### src/rtl/pow_pkg.sv
// Shared constants and helpers for the pipelined power unit.
// Holds the truncating multiply used by every multiply stage.
package pow_pkg;

    localparam int POW_N_MIN = 2;
    localparam int POW_W_MAX = 64;

    // w-bit modular product; operands arrive zero-extended to 64 bits
    function automatic logic [63:0] pow_mul_trunc(
        input logic [63:0] a,
        input logic [63:0] b,
        input int          width
    );
        logic [63:0] mask;
        mask = (width >= 64) ? '1 : ((64'd1 << width) - 64'd1);
        return (a * b) & mask;
    endfunction

endpackage

### src/rtl/pow_stage.sv
// One multiply stage: holds arg^1 .. arg^(s+1) for a single item.
// Loads when empty or when its own item moves on this cycle.
module pow_stage
    import pow_pkg::*;
#(
    parameter int w = 8,
    parameter int s = 1
) (
    input  logic                 clk,
    input  logic                 rst,
    input  logic                 clk_en,
    input  logic                 in_vld,
    input  logic [s*w-1:0]       in_pw,
    input  logic                 nxt_rdy,
    output logic                 vld,
    output logic                 rdy,
    output logic [(s+1)*w-1:0]   pw
);

    logic         adv;
    logic         load;
    logic [w-1:0] top_pw;

    assign adv    = vld & nxt_rdy;
    assign rdy    = !vld | adv;
    assign load   = clk_en & rdy;
    assign top_pw = w'(pow_mul_trunc(64'(in_pw[(s-1)*w +: w]),
                                     64'(in_pw[w-1:0]), w));

    // occupancy flag, cleared asynchronously so in-flight items vanish
    always_ff @(posedge clk or posedge rst) begin
        if (rst)
            vld <= 1'b0;
        else if (load)
            vld <= in_vld;
    end

    // new power on top, lower powers copied from the previous stage
    always_ff @(posedge clk) begin
        if (load)
            pw <= {top_pw, in_pw};
    end

endmodule

### src/rtl/pow_n_pipe_rdy.sv
// Pipelined power unit: arg^2 .. arg^n, w-bit modular, n stages.
// Ready ripples back from res_rdy so bubbles collapse under stall.
module pow_n_pipe_rdy
    import pow_pkg::*;
#(
    parameter int w = 8,
    parameter int n = 5
) (
    input  logic                 clk,
    input  logic                 rst,
    input  logic                 clk_en,
    input  logic                 arg_vld,
    output logic                 arg_rdy,
    input  logic [w-1:0]         arg,
    output logic                 res_vld,
    input  logic                 res_rdy,
    output logic [(n-1)*w-1:0]   res
);

    // stage s occupies (s+1)*w bits starting at w*s*(s+1)/2
    localparam int TOT      = w * n * (n + 1) / 2;
    localparam int OFF_LAST = w * (n - 1) * n / 2;

    if (n < POW_N_MIN || w < 1 || w > POW_W_MAX) begin : g_bad_param
        $error("pow_n_pipe_rdy: illegal w/n");
    end

    logic [n-1:0]   vld;
    logic [n-1:0]   rdy;
    logic [n-1:0]   nxt_rdy;
    logic [TOT-1:0] pw;
    logic           vld0;
    logic [w-1:0]   p0;
    logic [w-1:0]   unused_arg1;

    assign vld[0]      = vld0;
    assign pw[w-1:0]   = p0;
    assign rdy[0]      = !vld0 | (vld0 & nxt_rdy[0]);
    assign arg_rdy     = clk_en & rdy[0];
    assign res_vld     = vld[n-1];
    assign res         = pw[OFF_LAST + w +: (n-1)*w];
    assign unused_arg1 = pw[OFF_LAST +: w];

    for (genvar i = 0; i < n; i++) begin : g_nxt
        if (i == n - 1) begin : g_last
            assign nxt_rdy[i] = res_rdy;
        end else begin : g_mid
            assign nxt_rdy[i] = rdy[i+1];
        end
    end

    // capture stage occupancy; arg_rdy already folds in clk_en
    always_ff @(posedge clk or posedge rst) begin
        if (rst)
            vld0 <= 1'b0;
        else if (arg_rdy)
            vld0 <= arg_vld;
    end

    // capture stage data, no reset needed
    always_ff @(posedge clk) begin
        if (arg_rdy)
            p0 <= arg;
    end

    for (genvar s = 1; s < n; s++) begin : g_stage
        localparam int OI = w * (s - 1) * s / 2;
        localparam int OO = w * s * (s + 1) / 2;

        pow_stage #(
            .w (w),
            .s (s)
        ) u_stage (
            .clk     (clk),
            .rst     (rst),
            .clk_en  (clk_en),
            .in_vld  (vld[s-1]),
            .in_pw   (pw[OI +: s*w]),
            .nxt_rdy (nxt_rdy[s]),
            .vld     (vld[s]),
            .rdy     (rdy[s]),
            .pw      (pw[OO +: (s+1)*w])
        );
    end

endmodule

### config.mk
export PLATFORM = sky130hd
export DESIGN_NAME = pow_n_pipe_rdy
export DESIGN_NICKNAME = d
export VERILOG_FILES = /design/src/rtl/pow_pkg.sv /design/src/rtl/pow_stage.sv /design/src/rtl/pow_n_pipe_rdy.sv
export SDC_FILE = /design/constraint.sdc
export NUM_CORES = 1
export LEC_CHECK = 0
export ABC_CLOCK_PERIOD_IN_PS = 4500
export CORE_ASPECT_RATIO = 1.5
export CORE_UTILIZATION = 59
export DETAILED_ROUTE_END_ITERATION = 8
export PLACE_DENSITY = 0.82
export SYNTH_ARGS = -nofsm -noshare
export SYNTH_HDL_FRONTEND = slang
export SYNTH_SLANG_ARGS = --single-unit
### constraint.sdc
create_clock -name clk -period 4.5 [get_ports clk]
set_input_delay 0.9 -clock clk [delete_from_list [all_inputs] [get_ports clk]]
set_output_delay 0.9 -clock clk [all_outputs]
set_load 0.005 [all_outputs]
==> results.md <==
- TNS Setup: 0 ns
- Final setup violation count: 0
- H-Tree Depth: 3
- Drt wl/cell: 14.8 um
- Final HPWL DP: 8570 um
- Drt first-iter violations: 150
- Worst Min Path Start: g_stage[2].u_stage.pw[15]
- Initial antenna violation count: 0
- Clock root cell: clkbuf_16
- Mapped Area: 6340 um^2
- Largest net degree at the start of global routing: 29
- Final cell count without fillers: 699
- Chip Height: 129 um
- Overall die width: 86.7 um
- Worst-margin pin slew: 1.09 ns
- Worst vdd ir: 379 uV
- Post-layout net count: 665
- Post-CTS Setup Bufs: 0
- P&R area growth vs syn: 14.1%
- Crit start category: flip-flop
- Worst R2R Path Depth: 11
- Row cnt: 46
- Tmin final: 4.15 ns
- Crit share post-route: 92.2%
- Pleak: around 0.0032 uW
- Core Footprint: 10,500 um^2
- Routability congestion estimate: between 0.9 and 1
- Hold Vio Cnt, Final: 0
- # DRC: 1
- Status: complete, but fails checks
- Vias in the first global route: 3,728
- Initial Utilization: 60.2%
- Clock Path Buffers: 2
- Mean Syn Cell Area: around 13 um^2
- Die area: 11,200 um^2
- Total Routing Usage GR: a little over a fifth
- IO Port Bufs: 45
- Min-Delay Endpoint: g_stage[3].u_stage.pw[15]
- Top_reg_cell synth: edfxtp_1
- WP data arrival: 4.24 ns
- CTS buffer count: 9
- Worst Path Max Fanout: 8
- Share of layout cells above drive strength 1: under 10%
- RSZ-0062 raised after global routing: no
- Synth Instances: 498
- Endpoint class of the critical path: flip-flop
- WL final: between 10,000 and 15,000 um
- Ys Warns: 0
- Worst reg2reg endpoint: g_stage[3].u_stage.pw[31]
- Hold path cells: 0
- Most common cell after layout, fill and taps aside: edfxtp_1
- Hold_buf cts: 0
- Share of flip-flops with an asynchronous set or reset: between 4 and 5%
- Yosys cell types: 21
- Worst reg2reg setup slack: 0.35 ns
- Pre-antenna DRT Iters: 6
- Rel. slew slack: between 20% and 30%
- WP data required: 4.59 ns
- Pwr Density: 574 nW/um^2
- Pins Over Slew Limit: 0
- Hold Crit Class: reg2reg
- N_diodes: 0
- Worst skew pair latency: 0.35 ns
- First-pass GRT wire length: 17,100 um
- Number of flops mapped to enable cells by yosys: 99
- CTS tree: yes
- Clock transition at path regs: 0.07 ns
- DRT antenna net count: 0
- DR vias: 3,565
- I/O pin count: 47
- R2r startpoint: g_stage[2].u_stage.pw[17]
- Most frequent cells in the layout: edfxtp_1 (99), inv_1 (88), ha_1 (61)
- Max-capacitance violation count: 0
- Via density: 5.10
- TritonCTS Sinks: roughly 100
- Register area share after synthesis: 48.8%
- Clock Skew: 0.00910 ns
- Number of synthesized register bits: 104
- Max frequency: 241 MHz
- Setup Crit Path Kind: reg2reg
- Cell count after placement: 683
- Cts repair resizes: 0
- Gr ovfl total: 0
- Violated checks: design-rule violations
layer usage:
metal | global-route usage, % | part of all wire, %
met1 | 19.9 | 33
met2 | 41.2 | 60
met3 | 3.27 | 2.4
met4 | 13.8 | 5.1
met5 | 0 | 0
cell type report:
cell class | count | area (um^2)
Clock inverter | 7 | 58.8
Fill cell | 774 | 3290
Multi-Input combinational cell | 301 | 2890
Inverter | 88 | 330
Sequential cell | 104 | 3100
Tap cell | 144 | 180
Clock buffer | 9 | 225
Timing Repair Buffer | 46 | 458
synthesized netlist by cell type (5+ instances only):
master	count	area (um^2)
edfxtp_1	99	2970
inv_1	88	330
ha_1	61	763
and2_1	60	375
nand2_1	54	203
fa_1	41	821
xnor2_1	36	315
a21oi_1	11	55.1
a21o_1	8	60.1
xor2_1	8	70.1
o21ai_0	7	35.0
xnor3_1	6	135
dfrtp_1	5	125
how the worst max path moves through the flow:
| stage | depth (start not counted) | slack (ns) | from | to |
|---|---|---|---|---|
| floorplan | 14 | 0.53 | g_stage[3].u_stage.pw[24] | g_stage[4].u_stage.pw[39] |
| global placement | 11 | 0.42 | g_stage[3].u_stage.pw[25] | g_stage[4].u_stage.pw[39] |
| detailed placement | 11 | 0.37 | g_stage[2].u_stage.pw[17] | g_stage[3].u_stage.pw[31] |
| CTS | 11 | 0.35 | g_stage[2].u_stage.pw[17] | g_stage[3].u_stage.pw[31] |
| global route | 13 | 0.19 | g_stage[3].u_stage.pw[24] | g_stage[4].u_stage.pw[39] |
| finish | 11 | 0.35 | g_stage[2].u_stage.pw[17] | g_stage[3].u_stage.pw[31] |
cells by family after synthesis:
kind of cell	share of synthesized area (%)
buf+inv	5.86
compound gates	2.51
xor+xnor	8.21
simple gates	9.55
other cells	0.0591
flops	48.8
fa+ha+maj	25.0
power breakdown:
| part | switching, uW | internal (uW) | leakage, uW | total (uW) |
|---|---|---|---|---|
| sequential | 148 | 1410 | 0.00103 | 1560 |
| clock | 352 | 384 | 0.000133 | 736 |
| combinational | 840 | 1020 | 0.00202 | 1860 |
| total | 1340 | 2820 | 0.00319 | 4160 |
through the flow:
stage                     hold WS [ns]  utilization (%)  power [uW]  setup WS (ns)  area [um^2]
final                            0.408             68.7        4160          0.350         7240
after floorplan                  0.400                -        2970          0.525         6350
after global routing             0.412             68.7        4480          0.193         7240
after global placement           0.400             66.0        3370          0.416         6950
after detailed placement         0.405             66.0        3480          0.367         6950
after CTS                        0.410             68.7        4230          0.348         7240
worst max-delay path, stage by stage, from the launching register on:
cell and delay, ns:
edfxtp_1 0.47, nand2_1 0.12, fa_1 0.46, fa_1 0.54, inv_1 0.05, fa_1 0.48
inv_1 0.06, fa_1 0.44, xor2_1 0.20, xnor3_1 0.34, xnor3_1 0.38, xnor3_1 0.34
flip-flops by register name, indices dropped and copies added (netlist names):
name	count
g_stage.u_stage.pw	91
vld0	1
p0	8
g_stage.u_stage.vld	4
Note: power is estimated with default switching activity, not from simulation.
